File: config.mk
export PLATFORM = sky130hd
export DESIGN_NAME = reg_file_scan_display
export DESIGN_NICKNAME = d
export VERILOG_FILES = /design/src/rtl/reg_display_pkg.sv /design/src/rtl/reg_file_scan_display_if.sv /design/src/rtl/hex2sseg.sv /design/src/rtl/reg_file.sv /design/src/rtl/reg_file_scan_display_sseg_scan.sv /design/src/rtl/reg_file_scan_display.sv
export SDC_FILE = /design/constraint.sdc
export NUM_CORES = 2
export LEC_CHECK = 0
export ABC_AREA = 1
export BUFFER_PORTS_ARGS = -buffer_cell sky130_fd_sc_hd__buf_4
export CAP_MARGIN = 15
export CORE_AREA = 2 2 464 466
export CTS_BUF_LIST = sky130_fd_sc_hd__clkbuf_16
export DETAILED_ROUTE_END_ITERATION = 8
export DIE_AREA = 0 0 466 468
export PLACE_DENSITY = 0.53
export SYNTH_ARGS = -nofsm -noshare
export SYNTH_HDL_FRONTEND = slang
export SYNTH_SLANG_ARGS = --single-unit
File: constraint.sdc
create_clock -name clk -period 3.6 [get_ports clk]
set_input_delay 0 -clock clk [delete_from_list [all_inputs] [get_ports clk]]
set_output_delay 0 -clock clk [all_outputs]
set_load 0.01 [all_outputs]
File: src/rtl/reg_display_pkg.sv
// Shared constants and helpers for the register-file hex display.
// Anode patterns are 32 wide and sliced down to DIGITS by the users.
package reg_display_pkg;

  localparam logic [31:0] AN_OFF  = '1;
  localparam logic [31:0] AN_DIG0 = ~32'd1;

  function automatic int num_digits(int bits);
    return (bits + 3) / 4;
  endfunction

endpackage

File: src/rtl/reg_file_scan_display_if.sv
// Display bundle between the register-file read port and the digit scanner.
// The scanner owns nib/an/first; the read word comes from the file.
interface reg_file_scan_display_if #(
  parameter int BITS   = 16,
  parameter int DIGITS = 8
);
  logic [BITS-1:0]   word;
  logic [3:0]        nib;
  logic [DIGITS-1:0] an;
  logic              first;

  modport master (output word, input nib, an, first);
  modport slave  (input word, output nib, an, first);
endinterface

File: src/rtl/hex2sseg.sv
// Hex nibble to active-low seven-segment pattern, bit order gfedcba.
module hex2sseg (
  input  logic [3:0] hex,
  output logic [6:0] sseg
);
  always_comb begin
    sseg = 7'h7f;
    case (hex)
      4'h0: sseg = 7'h40;
      4'h1: sseg = 7'h79;
      4'h2: sseg = 7'h24;
      4'h3: sseg = 7'h30;
      4'h4: sseg = 7'h19;
      4'h5: sseg = 7'h12;
      4'h6: sseg = 7'h02;
      4'h7: sseg = 7'h78;
      4'h8: sseg = 7'h00;
      4'h9: sseg = 7'h10;
      4'ha: sseg = 7'h08;
      4'hb: sseg = 7'h03;
      4'hc: sseg = 7'h46;
      4'hd: sseg = 7'h21;
      4'he: sseg = 7'h06;
      default: sseg = 7'h0e;
    endcase
  end
endmodule

File: src/rtl/reg_file.sv
// 2^N x BITS register file: synchronous write, combinational read.
// Contents are deliberately not reset.
module reg_file #(
  parameter int N    = 7,
  parameter int BITS = 16
) (
  input  logic            clk,
  input  logic            we,
  input  logic [N-1:0]    address_w,
  input  logic [N-1:0]    address_r,
  input  logic [BITS-1:0] data_w,
  output logic [BITS-1:0] data_r
);
  logic [BITS-1:0] mem [2**N];

  always_ff @(posedge clk) begin
    if (we) mem[address_w] <= data_w;
  end

  assign data_r = mem[address_r];
endmodule

File: src/rtl/reg_file_scan_display_sseg_scan.sv
// Digit scanner: refresh counter, digit index, registered nibble and anodes.
// Digits above the word's width are blanked.
module sseg_scan
  import reg_display_pkg::*;
#(
  parameter int BITS      = 16,
  parameter int DIGITS    = 8,
  parameter int REFRESH_W = 17
) (
  input logic clk,
  input logic reset,
  reg_file_scan_display_if.slave bus
);
  localparam int ND    = num_digits(BITS);
  localparam int IDX_W = (DIGITS > 1) ? $clog2(DIGITS) : 1;
  localparam int EXT_W = 4 * DIGITS;

  logic [REFRESH_W-1:0] refresh;
  logic [IDX_W-1:0]     idx;
  logic [EXT_W-1:0]     ext;

  assign ext       = EXT_W'(bus.word);
  assign bus.first = (idx == '0);

  always_ff @(posedge clk) begin
    if (reset) begin
      refresh <= '0;
      idx     <= '0;
      bus.an  <= AN_DIG0[DIGITS-1:0];
      bus.nib <= '0;
    end else begin
      refresh <= refresh + REFRESH_W'(1);
      if (&refresh)
        idx <= (idx == IDX_W'(DIGITS - 1)) ? '0 : idx + IDX_W'(1);
      bus.an  <= (int'(idx) < ND) ? ~(DIGITS'(1) << idx)
                                  : AN_OFF[DIGITS-1:0];
      bus.nib <= ext[{idx, 2'b00} +: 4];
    end
  end
endmodule

File: src/rtl/reg_file_scan_display.sv
// Register file with latched read/write addresses and a hex scan display.
// Define REG_FILE_SCAN_EN for auto-scanning of the read address (mode=1).
module reg_file_scan_display
  import reg_display_pkg::*;
#(
  parameter int N          = 7,
  parameter int BITS       = 16,
  parameter int DIGITS     = 8,
  parameter int REFRESH_W  = 17,
  parameter int SCAN_TICKS = 100_000_000
) (
  input  logic              clk,
  input  logic              reset,
  input  logic [N-1:0]      address,
  input  logic [BITS-1:0]   data_w,
  input  logic              WE,
  input  logic              choose,
  input  logic              mode,
  output logic [6:0]        bcd,
  output logic [DIGITS-1:0] AN,
  output logic              DP
);
  logic [N-1:0]    address_w;
  logic [N-1:0]    address_r;
  logic [BITS-1:0] data_r;

  reg_file_scan_display_if #(.BITS(BITS), .DIGITS(DIGITS)) disp ();

  assign disp.word = data_r;
  assign AN        = disp.an;

  reg_file #(.N(N), .BITS(BITS)) u_rf (
    .clk       (clk),
    .we        (WE & ~reset),
    .address_w (address_w),
    .address_r (address_r),
    .data_w    (data_w),
    .data_r    (data_r)
  );

  sseg_scan #(
    .BITS      (BITS),
    .DIGITS    (DIGITS),
    .REFRESH_W (REFRESH_W)
  ) u_scan (
    .clk   (clk),
    .reset (reset),
    .bus   (disp)
  );

  hex2sseg u_hex (.hex(disp.nib), .sseg(bcd));

  always_ff @(posedge clk) begin
    if (reset)        address_w <= '0;
    else if (!choose) address_w <= address;
  end

`ifdef REG_FILE_SCAN_EN
  localparam int SCAN_W = (SCAN_TICKS > 1) ? $clog2(SCAN_TICKS) : 1;
  localparam logic [SCAN_W-1:0] SCAN_LAST = SCAN_W'(SCAN_TICKS - 1);

  logic [SCAN_W-1:0] scan_cnt;
  logic              dp_q;

  // An explicit load beats the scan tick and restarts the dwell.
  always_ff @(posedge clk) begin
    if (reset) begin
      address_r <= '0;
      scan_cnt  <= '0;
      dp_q      <= 1'b1;
    end else begin
      dp_q <= ~(mode & disp.first);
      if (choose) begin
        address_r <= address;
        scan_cnt  <= '0;
      end else if (!mode) begin
        scan_cnt <= '0;
      end else if (scan_cnt == SCAN_LAST) begin
        scan_cnt  <= '0;
        address_r <= address_r + N'(1);
      end else begin
        scan_cnt <= scan_cnt + SCAN_W'(1);
      end
    end
  end

  assign DP = dp_q;
`else
  logic scan_unused;

  assign scan_unused = mode | disp.first;

  always_ff @(posedge clk) begin
    if (reset)       address_r <= '0;
    else if (choose) address_r <= address;
  end

  assign DP = 1'b1;
`endif
endmodule

Yosys cells after proc, flatten, opt, wreduce, memory -nomap -nowiden
Memories as Yosys holds them, arrays and structs flattened. A register that Yosys moved wholly into a read port is not among the register bits.
Cells that the tools add are included.
{ "word_totals": {"register_bits": 42, "ramBits": 2048, "romBits": 112, "inputBits": 28, "out_inout_bits": 16, "mem_count": 2} }
{ "classes": {"n_addsub": 2, "order_cmp": 1, "n_eq_ne": 1, "shift": 2, "n_mux": 7, "bitwise": 4, "reduce_logical": 2} }
{ "mem_list": {"columns": ["memory", "words", "word_bits", "rd", "rd_clocked_by_memory_dff", "wr", "line", "text"], "rows": [
  ["u_rf.mem", 128, 16, 1, 1, 1, "reg_file.sv:14", "logic [BITS-1:0] mem [2**N];"],
  ["(name not given)", 16, 7, 1, 1, 0, "hex2sseg.sv:8", "case (hex)"]
]} }
{ "op_table": {"columns": ["operator", "count"], "rows": [
  ["$shiftx A32 B6 Y4", 1],
  ["$add A17 B1 Y17 const B", 1],
  ["$reduce_and A17 Y1", 1],
  ["$mux W7", 2],
  ["$not A8 Y8", 1],
  ["$shl A1 B3 Y8 const A", 1],
  ["$mux W4", 1],
  ["$add A3 B1 Y3 const B", 1],
  ["$eq A3 B3 Y1 const B", 1],
  ["$lt A3 B3 Y1 const B", 1],
  ["$mux W1", 3],
  ["$mux W3", 1],
  ["$not A1 Y1", 2],
  ["$reduce_or A2 Y1", 1],
  ["$and A1 B1 Y1", 1]
]} }

Logic depth before layout (Yosys ltp)
{ "logic_depth": {"ltp_word": 4, "ltp_mapped": 22} }

Modules after synthesis
A second synthesis with hierarchy kept.
{ "hier_totals": {"hier_cells": 7111, "area_unflattened_um2": 84810.1} }
{ "by_module_without_submodules": {"columns": ["module", "n_inst", "cells_each", "area_per_inst_um2", "seq_area_each_um2"], "rows": [
  ["reg_file", 1, 6777, 82507.9, 61499.0],
  ["sseg_scan", 1, 192, 1421.4, 640.6],
  ["reg_file_scan_display", 1, 93, 606.8, 280.3],
  ["hex2sseg", 1, 49, 274.0, 0.0]
]} }

Least setup slack after synthesis
Ideal clock, no wire load.
{ "synth_timing": {"path_type": "reg2reg", "from": "register address_w[1]", "to": "memory u_rf.mem[90][0], enable pin", "t_arrival_ns": 2.358, "path_slack_ns": 0.811, "path_stages_with_launch": 4, "n_path_buf": 1, "period_less_slack_ns": 2.789, "path_cell_list": "dfxtp_1 > clkbuf_1 > inv_1 > nor4_1"} }
{ "synth_rtl": {"columns": ["element", "line", "text"], "rows": [
  ["from (decl)", "reg_file_scan_display.sv:23", "logic [N-1:0] address_w;"],
  ["from (signal assigned)", "reg_file_scan_display.sv:55", "else if (!choose) address_w <= address;"],
  ["to (decl)", "reg_file.sv:14", null]
]} }
No word-level cell before the write port.

==> insert_results.sql <==
INSERT INTO impl_metrics (metric_group, metric, value, unit) VALUES
('outcome', 'status', 'completed', ''),
('setup_path', 'critPathSlowestCell', 'dfxtp_4', ''),
('logic_synthesis', 'mappedNetlistArea', '84700', 'um2'),
('run', 'drv.max_cap_violation_count', '0', ''),
('logic_synthesis', 'avgSynthCellArea', '12.0', 'um2'),
('timing', 'post-route-period-util', '96.2', '%'),
('global_route', 'grt_antenna_before_repair', '6', ''),
('hold_path', 'hold_path_depth', '4', ''),
('clock_tree', 'clk_latency', '0.86', 'ns'),
('drt', 'drt_wl_total', '246', 'mm'),
('logic_synthesis', 'number_of_warning_messages_in_the_yosys_log', '0', ''),
('setup_path', 'worst_path_largest_cell_delay', '0.37', 'ns'),
('clock_tree', 'cts-buffers-inserted', '217', ''),
('setup_path', 'delay_heaviest_family_cp', 'simple AND/OR/NAND/NOR gates', ''),
('logic_synthesis', 'ys_async_sr_fraction', '0', '%'),
('floorplan', 'die_w', '466', 'um'),
('clock_tree', 'cts-htree-levels', '4', ''),
('final_layout', 'ratio_of_cells_with_drive_above_1_in_the_final_layout', '10.1', '%'),
('floorplan', 'fp.coreArea', '213000', 'um2'),
('drt', 'drt-pass1-iter-count', '6', ''),
('floorplan', 'die_h', '468', 'um'),
('logic_synthesis', 'synth_top_family_by_area', 'simple AND/OR/NAND/NOR gates', ''),
('floorplan', 'design.portCount', '44', ''),
('floorplan', 'full_die_area', '218000', 'um2'),
('global_route', 'grt_overflow_total', '0', ''),
('logic_synthesis', 'post_synth_xor_area_fraction', '0', '%'),
('logic_synthesis', 'synth_most_common_cell', 'nand2_1', ''),
('setup_path', 'worst_ep_arrival_time', '4.27', 'ns'),
('setup_path', 'worst_r2r_path_depth', '19', ''),
('global_route', 'grt_pass1_vias', '52800', ''),
('final_layout', 'finalCoreUtilization', '45.7', '%'),
('setup_path', 'timing.critical_path.to_type', 'register', ''),
('clock_tree', 'cts_tree', 'done', ''),
('timing', 'final_max_slew_viol_count', '0', ''),
('timing', 'fin_skew', '0.0505', 'ns'),
('logic_synthesis', 'post_synth_main_area_contributors', 'edfxtp_1, nand3_1, nand2_1, buf_2, dfxtp_1', ''),
('drt', 'drt.antenna.violating_nets', '0', ''),
('logic_synthesis', 'postSynthCellCount', '7043', ''),
('clock_tree', 'clockRootBuffer', 'clkbuf_16', ''),
('timing', 'finalSetupTns', '0', 'ns'),
('setup_path', 'cp_cell_sequence', 'inv_8, buf_12, buf_16, nand3_1, nand3_1, nand3_1, nand3_1, nand3_1, nand3_1, nand3_1, nand3_1, nand2_1, nand2_1, inv_1, ha_1, inv_1, nand3_1, o21ai_1, buf_4', ''),
('logic_synthesis', 'area_fraction_in_compound_gates_after_synthesis', '0.422', '%'),
('setup_path', 'worst-path-max-fanout', '51', ''),
('logic_synthesis', 'yosys-top-cells-count', 'nand2_1, edfxtp_1, nand3_1', ''),
('drt', 'dr_total_vias', '55500', ''),
('logic_synthesis', 'synth-simple-area-share', '22.3', '%'),
('place', 'dp_hpwl', '142', 'mm'),
('timing', 'setup_violations_final', '0', ''),
('clock_tree', 'clk_path_buf_depth', '3', ''),
('power', 'vdd_ir_drop_max', '504', 'uV'),
('setup_path', 'critical_path_buffers_and_inverters', '6', ''),
('floorplan', 'placement_rows', '170', ''),
('global_route', 'grt_pass1_wl', '359', 'mm'),
('place', 'numPlacedInstances', '9851', ''),
('drt', 'post_drt_wl_per_cell', '23.9', 'um'),
('timing', 'hold_ws', '0.0392', 'ns'),
('logic_synthesis', 'ys.flop_type', 'edfxtp_1', ''),
('final_layout', 'instances_no_fill', '10300', ''),
('place', 'finalWeightedCongestion', '0.859', ''),
('logic_synthesis', 'proportion_of_netlist_area_held_by_the_largest_area_contributor', '72.6', '%'),
('setup_path', 'start_kind', 'register', ''),
('final_layout', 'syn_to_final_growth', '15.1', '%'),
('logic_synthesis', 'synth_register_bits', '2104', ''),
('setup_path', 'crit_required', '4.40', 'ns'),
('floorplan', 'initial_utilization', '39.7', '%'),
('hold_path', 'min_path_type', 'input port to register', ''),
('drt', 'avgViaCountPerCell', '5.39', ''),
('drt', 'detail_route.drc_violations', '0', ''),
('logic_synthesis', 'synth.lib_cells_used.distinct', '31', ''),
('setup_path', 'cp_num_cells', '19', ''),
('setup_path', 'path_class', 'register to register', '');
[tightest hold or removal path: stages]
cell,delay (ns)
dlygate4sd3_1,0.52
buf_4,0.16
nor2_1,0.06
nor2_1,0.11
[final timing paths]
check	to	slack, ns
max reg2reg	u_hex.sseg[2]	0.14
max	u_hex.sseg[2]	0.14
min reg2reg	u_scan.refresh[0]	0.45
min	address_r[3]	0.04
[what timing repair did]
item	in CTS	in global routing
resized for setup	0	16
hold buffers	33	0
buffers inserted	0	4
endpoints found under the hold margin	1450	0
endpoints found under the setup margin	0	7
[per-layer routing]
metal  track usage [%]  share of wire [%]  up-vias
met2              36.0                 48     1802
met1              30.8                 43    27800
met3              3.02                5.9      321
met5                 0             0.0053        -
met4              6.41                2.7        2
li1                  -                  -    25600
[state kept, by name, indices dropped and copies added, names as in the netlist, named ones only]
| name | cells |
|---|---|
| u_rf.mem | 2048 |
| u_hex.sseg | 7 |
| address_r | 7 |
| u_scan.refresh | 17 |
| address_w | 7 |
| u_scan.idx | 3 |
| u_scan.bus.an | 8 |
[kinds of logic (layout without fill, tap and decap cells)]
logic type      after synthesis  count (layout)
simple gates               4331            4331
compound gates               69              69
other cells                   1              11
flops                      2104            2104
fa+ha+maj                    14              14
buf+inv                     524             929
[cell type report]
| type | count | area, um2 | area share (%) |
|---|---|---|---|
| inverters | 55 | 236 | 0.243 |
| diodes | 7 | 17.5 | 0.0180 |
| clock buffers | 218 | 5460 | 5.59 |
| clock inverters | 180 | 1220 | 1.25 |
| repair buffers | 476 | 4890 | 5.01 |
| well taps | 2838 | 3550 | 3.64 |
| flip-flops and latches | 2104 | 62600 | 64.2 |
| multi-input cells | 4418 | 19500 | 20.0 |
[per-stage QoR]
step	setup slack (ns)	instance area, um2	total power, mW
3_5_place_dp	0.114	90300	31.7
5_1_grt	-0.00244	97500	54.0
4_1_cts	0.105	97300	52.7
3_3_place_gp	0.136	90300	31.6
2_1_floorplan	0.811	84700	29.7
6_report	0.138	97500	52.4
[cell usage in the layout (no fill, tap or decap), types with 27 or more instances in the layout]
cell type      instances
clkinv_1              59
dlygate4sd3_1         33
clkbuf_16            221
nor2_1               162
buf_4                343
o21ai_0               33
a21oi_1               27
nand2_1             2098
nand3_1             2033
edfxtp_1            2048
inv_1                114
buf_12                82
clkinv_2              28
dfxtp_1               51
[power by group]
group | internal [mW] | total [mW] | switching (mW)
clock network | 11.7 | 21.2 | 9.48
registers | 26.9 | 27.0 | 0.0773
logic | 1.21 | 4.20 | 2.99
total | 39.8 | 52.4 | 12.6
No activity file was read; power rests on OpenSTA's default activity.
